<file path="src/rtl/id_verify_ctrl.sv">
// ID verification sequencer: scans the entry bank one digit per cycle against a
// stored ID, reports pass/fail and enforces a timed lockout after repeated failures.
module id_verify_ctrl #(
  parameter int unsigned ID_LEN      = 9,
  parameter logic [35:0] EXPECT      = 36'h012345678,
  parameter int unsigned MAX_TRY     = 3,
  parameter logic [31:0] LOCK_CYCLES = 32'd100_000_000
) (
  input  logic       clk,
  input  logic       rst_n,
  input  logic       start,
  input  logic       clr,
  input  logic [3:0] entry_len,
  input  logic [3:0] digit_in,
  output logic [3:0] sel,
  output logic       busy,
  output logic       pass,
  output logic       fail,
  output logic       locked,
  output logic [2:0] tries
);

  typedef enum logic [2:0] {
    S_IDLE,
    S_CHECK,
    S_PASS,
    S_FAIL,
    S_LOCK
  } state_t;

  localparam logic [3:0]  LEN_L  = 4'(ID_LEN);
  localparam logic [3:0]  LAST_K = 4'(ID_LEN - 1);
  localparam logic [3:0]  MAX_L  = 4'(MAX_TRY);
  localparam logic [2:0]  MAX_T  = 3'(MAX_TRY);
  localparam logic [31:0] LOCK_LOAD = LOCK_CYCLES - 32'd1;

  state_t      state_q, state_d;
  logic [3:0]  k_q, k_d;
  logic        mis_q, mis_d;
  logic [2:0]  tries_q, tries_d;
  logic [31:0] cnt_q, cnt_d;

  logic [3:0]  exp_nib;
  logic        cur_mis;
  logic        result;
  logic [3:0]  try_next;

  always_ff @(posedge clk or negedge rst_n) begin
    if (!rst_n) begin
      state_q <= S_IDLE;
      k_q     <= '0;
      mis_q   <= 1'b0;
      tries_q <= '0;
      cnt_q   <= '0;
    end else begin
      state_q <= state_d;
      k_q     <= k_d;
      mis_q   <= mis_d;
      tries_q <= tries_d;
      cnt_q   <= cnt_d;
    end
  end

  always_comb begin
    state_d  = state_q;
    k_d      = k_q;
    mis_d    = mis_q;
    tries_d  = tries_q;
    cnt_d    = cnt_q;
    exp_nib  = 4'(EXPECT >> {k_q, 2'b00});
    cur_mis  = (digit_in != exp_nib);
    result   = mis_q | cur_mis;
    try_next = {1'b0, tries_q} + 4'd1;

    case (state_q)
      S_IDLE: begin
        k_d = '0;
        if (start && !clr) begin
          state_d = S_CHECK;
          mis_d   = (entry_len != LEN_L);
        end
      end
      S_CHECK: begin
        // Full scan regardless of early mismatch keeps the check time constant.
        if (k_q == LAST_K) begin
          k_d = '0;
          if (!result) begin
            state_d = S_PASS;
            tries_d = '0;
          end else if (try_next < MAX_L) begin
            state_d = S_FAIL;
            tries_d = try_next[2:0];
          end else begin
            state_d = S_LOCK;
            tries_d = MAX_T;
            cnt_d   = LOCK_LOAD;
          end
        end else begin
          k_d   = k_q + 4'd1;
          mis_d = result;
        end
      end
      S_PASS, S_FAIL: begin
        if (clr) state_d = S_IDLE;
      end
      S_LOCK: begin
        if (cnt_q == '0) begin
          state_d = S_IDLE;
          tries_d = '0;
        end else begin
          cnt_d = cnt_q - 32'd1;
        end
      end
      default: state_d = S_IDLE;
    endcase
  end

  assign sel    = (state_q == S_CHECK) ? k_q : '0;
  assign busy   = (state_q == S_CHECK);
  assign pass   = (state_q == S_PASS);
  assign fail   = (state_q == S_FAIL);
  assign locked = (state_q == S_LOCK);
  assign tries  = tries_q;

endmodule

</file>
<file path="config.mk">
export PLATFORM = sky130hd
export DESIGN_NAME = id_verify_ctrl
export DESIGN_NICKNAME = d
export VERILOG_FILES = /design/src/rtl/id_verify_ctrl.sv
export SDC_FILE = /design/constraint.sdc
export NUM_CORES = 1
export LEC_CHECK = 0
export CAP_MARGIN = 20
export CORE_UTILIZATION = 50
export CTS_BUF_LIST = sky130_fd_sc_hd__clkbuf_4
export CTS_CLUSTER_DIAMETER = 50
export DETAILED_ROUTE_END_ITERATION = 12
export GPL_TIMING_DRIVEN = 0
export PLACE_DENSITY_LB_ADDON = 0.15
export SYNTH_ARGS = -nofsm -noshare
export SYNTH_HDL_FRONTEND = slang
export SYNTH_SLANG_ARGS = --single-unit
export TNS_END_PERCENT = 50
</file>
<file path="constraint.sdc">
create_clock -name clk -period 3.73 [get_ports clk]
set_clock_uncertainty 0.1 [all_clocks]
set_input_delay 0.746 -clock clk [delete_from_list [all_inputs] [get_ports clk]]
set_output_delay 0.746 -clock clk [all_outputs]
set_load 0.05 [all_outputs]
</file>
# Word level (Yosys, flattened, before mapping)
# Index checks and enable logic that the tools add are counted.
dict set report word_totals {
  regBits 43
  inputBits 12
  output_inout_bits 11
  word_cells 59
}
dict set report classes {
  addsub 3
  n_lt_le_gt_ge 1
  eq_ne 15
  n_shift 1
  n_mux 22
  bitwise 1
  n_reduce_logical 11
}
# operator count
set ops {}
lappend ops {{32-bit two-way mux} 4}
lappend ops {{32-bit case mux with 2 select lines} 1}
lappend ops {{32-bit zero test} 1}
lappend ops {{32-bit by 1-bit subtractor with 32-bit output, second input constant} 1}
lappend ops {{29-bit by 6-bit right shift with 4-bit output, first input constant} 1}
lappend ops {{3-bit two-way mux} 9}
lappend ops {{3-bit case mux with 4 select lines} 1}
lappend ops {{2-bit inequality test, second input constant} 5}
lappend ops {{4-bit two-way mux} 2}
lappend ops {{4-bit case mux with 2 select lines} 1}
lappend ops {{3-bit by 2-bit equality test with 1-bit output, second input constant} 2}
lappend ops {{2-bit by 1-bit inequality test with 1-bit output, second input constant} 3}
lappend ops {{3-bit case mux with 2 select lines} 1}
lappend ops {{3-bit AND reduction} 2}
lappend ops {{5-bit AND reduction} 1}
lappend ops {{3-bit by 1-bit adder with 4-bit output, second input constant} 1}
lappend ops {{4-bit by 1-bit adder with 4-bit output, second input constant} 1}
lappend ops {{4-bit equality test, second input constant} 1}
lappend ops {{4-bit by 2-bit < comparator with 1-bit output, second input constant} 1}
lappend ops {{4-bit inequality test} 1}
lappend ops {{4-bit inequality test, second input constant} 1}
lappend ops {{4-bit AND reduction} 1}
lappend ops {{2-bit nonzero test} 2}
lappend ops {{3-bit by 1-bit equality test with 1-bit output, second input constant} 1}
lappend ops {{8 further kinds} 9}

# Logic depth before layout (Yosys ltp)
dict set report logic_depth {
  word_depth 6
  ltp_mapped 11
  depth_no_buf 9
}

# Worst setup path after synthesis
# Ideal clock, no wire load.
dict set report synth_path {
  path_kind {register -> register}
  from {register k_q[0]}
  to {register cnt_q[14]}
  setup_ns 0.119
  arrival_time_ns 2.358
  required_ns 3.511
  setup_slack_ns 1.153
  path_stages_with_launch 12
  path_buffers 2
  synth_period_minus_slack_ns 2.577
  cell_sequence {dfrtp_1 -> inv_1 -> ha_1 -> xor2_1 -> nor4b_1 -> o311ai_1 -> o41ai_1 -> or2_1 -> buf_4 -> inv_2 -> buf_6 -> o21a_1}
}
dict set report synth_between {
  elab_chain_len 5
  word_cells_on_any_way 7
  cone_classes {eq/ne (4); shift (1); bitwise (1); reduce/logical (1)}
}
# item line
set synth_lines {}
lappend synth_lines {{start, declared} 38} ;# logic [3:0] k_q, k_d;
lappend synth_lines {{start signal, assigned} 57} ;# k_q <= k_d;
lappend synth_lines {{29-bit by 6-bit right shift with 4-bit output} 70} ;# exp_nib = 4'(EXPECT >> {k_q, 2'b00});
lappend synth_lines {{4-bit inequality test} 71} ;# cur_mis = (digit_in != exp_nib);
lappend synth_lines {{1-bit OR} 72} ;# result = mis_q | cur_mis;
lappend synth_lines {{2-bit by 1-bit inequality test with 1-bit output (no source line)} -}
lappend synth_lines {{5-bit AND reduction (no source line) (*)} -}
lappend synth_lines {{end signal, assigned} 60} ;# cnt_q <= cnt_d;
lappend synth_lines {{end, declared} 41} ;# logic [31:0] cnt_q, cnt_d;
# Mark *: on every way between the ends. The rest lies on a longest branch, timed or not.
# A chain may end at the register's enable or synchronous reset.

# Worst setup path after layout
dict set report layout_path {
  from {register state_q[0]}
  to {output port locked}
}
dict set report layout_between {
  elab_chain_len 1
}
# item line
set layout_lines {}
lappend layout_lines {{start, declared} 37} ;# state_t state_q, state_d;
lappend layout_lines {{start signal, assigned} 56} ;# state_q <= state_d;
lappend layout_lines {{3-bit equality test} 122} ;# assign locked = (state_q == S_LOCK);
lappend layout_lines {{end, declared} 19} ;# output logic locked,
# Every way passes these cells.

==> key figures <==
Clock tree
  – Clock buffer depth: 2
  – H-tree Lvls: 2
  – Worst skew pair latency: 360 ps
  – Post-CTS Resized: 1
  – Postcts setup bufs: 0
  – Hold Buf Count CTS: 0
  – Sink Count: 43
  – CTS buffer count: 5
  – TritonCTS clock tree: yes
  – CTS root buf: clkbuf_4
  – Clock slew at reported path FFs: 120 ps

Route
  – Vias per cell: 6.040
  – Final ANT Viol Nets: 0
  – 1st-iter DRT viols: 161
  – WL met1: 3.072 mm
  – Top Layer Used: met4
  – WL/cell: 15.98 µm
  – Final WL: around 6.4 mm
  – Met2 wire length: 2.949 mm
  – First-pass iteration count of the detailed router: 4
  – Met3 routed WL: 340 µm
  – Post-route DRC: 0
  – Vias: 2,428

Layout
  – # fillers: 450
  – Share of layout cells above drive strength 1: 6.024%
  – Synth-to-layout area growth: 14.26%
  – Ant diodes: 0
  – Non-filler instance count after layout: 402
  – Nets: 350

Global routing
  – Antenna violations before repair: 0
  – Number of global-route vias before repair: about 2,200
  – Pin count of the biggest net entering global routing: 28
  – Total GRT Usage: roughly a quarter
  – Global-route wire length before repair: 10.52 mm
  – Congestion Overflow GR: 0

Yosys
  – Synth Area in Compound Gates: 23.37%
  – Yosys warns: 0
  – Syn_nets: 320
  – Synth unique cells: 55
  – Seq/Total Area, Yosys: 41.01%
  – Count leader, synth: dfrtp_1
  – Synthesized area per cell: 8.717 µm²
  – Synth Register Bits: 43
  – Most common flop cell mapped by yosys: dfrtp_1
  – Synth top cells by count: dfrtp_1, nor2_1, nand2_1, nor3_1
  – Synth top area cells: dfrtp_1, nor2_1, nand2_1, nor3_1, ha_1
  – Post-Synth Simple-Gate Area: between 20% and 30%
  – Synth Cell Area: roughly 2600 µm²
  – Yosys top cell area share: 41.01%
  – XOR/XNOR Fraction of Synth Area: 0.6676%
  – Yosys top cell by area: dfrtp_1
  – Post-synth EDFFs: 0
  – Largest family of logic cells by synthesized area: simple AND/OR/NAND/NOR gates
  – Async SR Flop Fraction: 100.0%
  – Adder and majority gate portion of the synthesized area: 3.338%
  – Post-synthesis cell count: 301
  – Post-synthesis mux area share: around 1.6%

Pwr
  – Clock Power Share: 17.1%
  – Sequential share of power: 45.8%
  – Cell Pwr Density: about 440 nW/µm²
  – Psw: 0.0005310 W
  – Tot Pwr: 0.001331 W
  – Power share of the combinational group: a little under two fifths
  – Pint: 0.0008004 W
  – Sw frac: 39.88%
  – P_leak: 1.208 nW
  – VDD IR max: around 0.00024 V

Worst setup path
  – Worst EP arrival: 2670 ps
  – CP startpoint kind: flip-flop
  – R2R depth: 11
  – CP Max Fanout: 10
  – CP required: around 2900 ps
  – Flop-to-flop setup slack: 550 ps
  – Setup CP Type: flip-flop to output pin
  – Setup crit end kind: output pin

Placed design
  – Placed cell count: just under 400
  – Count of input and output buffers: 22
  – DP Wirelength: 4.667 mm
  – GP Congestion: ~0.81
  – Setup WS pre-CTS: 275.5 ps

STA
  – Fin crit period: 3514 ps
  – Post-route worst setup slack: 215.7 ps
  – Worst rel slew slack: about 43%
  – Worst-Margin Slew: about 840 ps
  – Crit share post-route: 94.22%
  – Max Fclk: 284.6 MHz
  – Final setup vio count: 0
  – Setup TNS: 0 ps
  – Max-slew violations: 0
  – Fin. Hold Viols: 0
  – RSZ-0062 raised after global routing: false

Run
  – Max Cap Viol: 0

Die
  – Starting Density: 51.70%
  – Die area: 5541 µm²
  – Core area: about 5000 µm²
  – Std-Cell Rows: 26
  – Io pins: 23
  – Width of the die: approximately 74 µm
  – Die Ht: 74.44 µm

Min path
  – Worst min path class: input pin to async pin

Outcome
  – Outcome: finished clean
-- logic make-up after synthesis --
group           count (synthesis)
simple gates                  131
compound gates                 92
flops                          43
buf+inv                        22
fa+ha+maj                       7
mux                             4
xor+xnor                        2
-- worst max-delay path, stage by stage (launching register included) --
cell	delay, ps
dfrtp_1	390
clkbuf_1	210
nor2_1	170
nand2_1	180
inv_1	290
clkbuf_1	470
dlygate4sd2_1	590
-- through the flow --
stage | hold slack (ps) | cell area [µm²] | util (%)
6_report | 192.1 | 2998 | 59.07
5_1_grt | 205.2 | 2998 | 59.07
4_1_cts | 198.5 | 2998 | 59.07
3_5_place_dp | 401.7 | 2947 | 58.06
3_3_place_gp | 403.6 | 2932 | 57.77
2_1_floorplan | 350.4 | 2624 | -
-- metal layers --
metal	track usage [%]	vias up
met3	4.336	6
met1	35.54	1177
met2	40.54	61
met4	6.080	0
li1	-	1184
met5	0	-
-- area by class of cell --
class / instances / area [µm²] / share of cell area, %
buffer: 11 / 55.05 / 1.836
multi-input combinational: 236 / 1451 / 48.41
inverter: 11 / 41.29 / 1.377
sequential: 43 / 1076 / 35.89
timing repair buffer: 23 / 234.0 / 7.805
clock inverter: 2 / 7.507 / 0.2504
tap: 70 / 87.58 / 2.922
clock buffer: 6 / 45.04 / 1.503
-- sequential cells by signal, indices dropped and copies added, names as in the netlist --
| register | cells |
|---|---|
| cnt_q | 32 |
| k_q | 4 |
| mis_q | 1 |
| state_q | 3 |
| tries | 3 |
-- final timing paths --
check | endpoint | startpoint
max | locked | state_q[0]
min | k_q[3] | rst_n
max reg2reg | cnt_q[14] | k_q[0]
min reg2reg | cnt_q[30] | cnt_q[30]
max in group asynchronous | cnt_q[0] | rst_n
min in group clk | cnt_q[30] | cnt_q[30]
-- power groups by stage --
stage	Clock [W]	Sequential [W]	Combinational, W
after CTS	0.000233	0.000608	0.000496
final	0.000228	0.000609	0.000494
after global placement	0	0.000614	0.000480
after detailed placement	0	0.000617	0.000495
after floorplan	0	0.000610	0.000353
after global routing	0.000247	0.000622	0.000546
-- layout by cell type (no fill, tap or decap), types with 9 or more instances in the layout --
cell	synthesis	routed
dfrtp_1	43	43
nor2_1	30	30
nand2_1	25	25
clkdlybuf4s50_1	0	20
nor3_1	18	18
a21oi_1	14	14
o21ai_0	14	14
a31oi_1	13	13
inv_1	10	10
o31ai_1	10	10
nand3_1	10	10
a21o_1	9	9
Power figures use the tool's default switching activity.
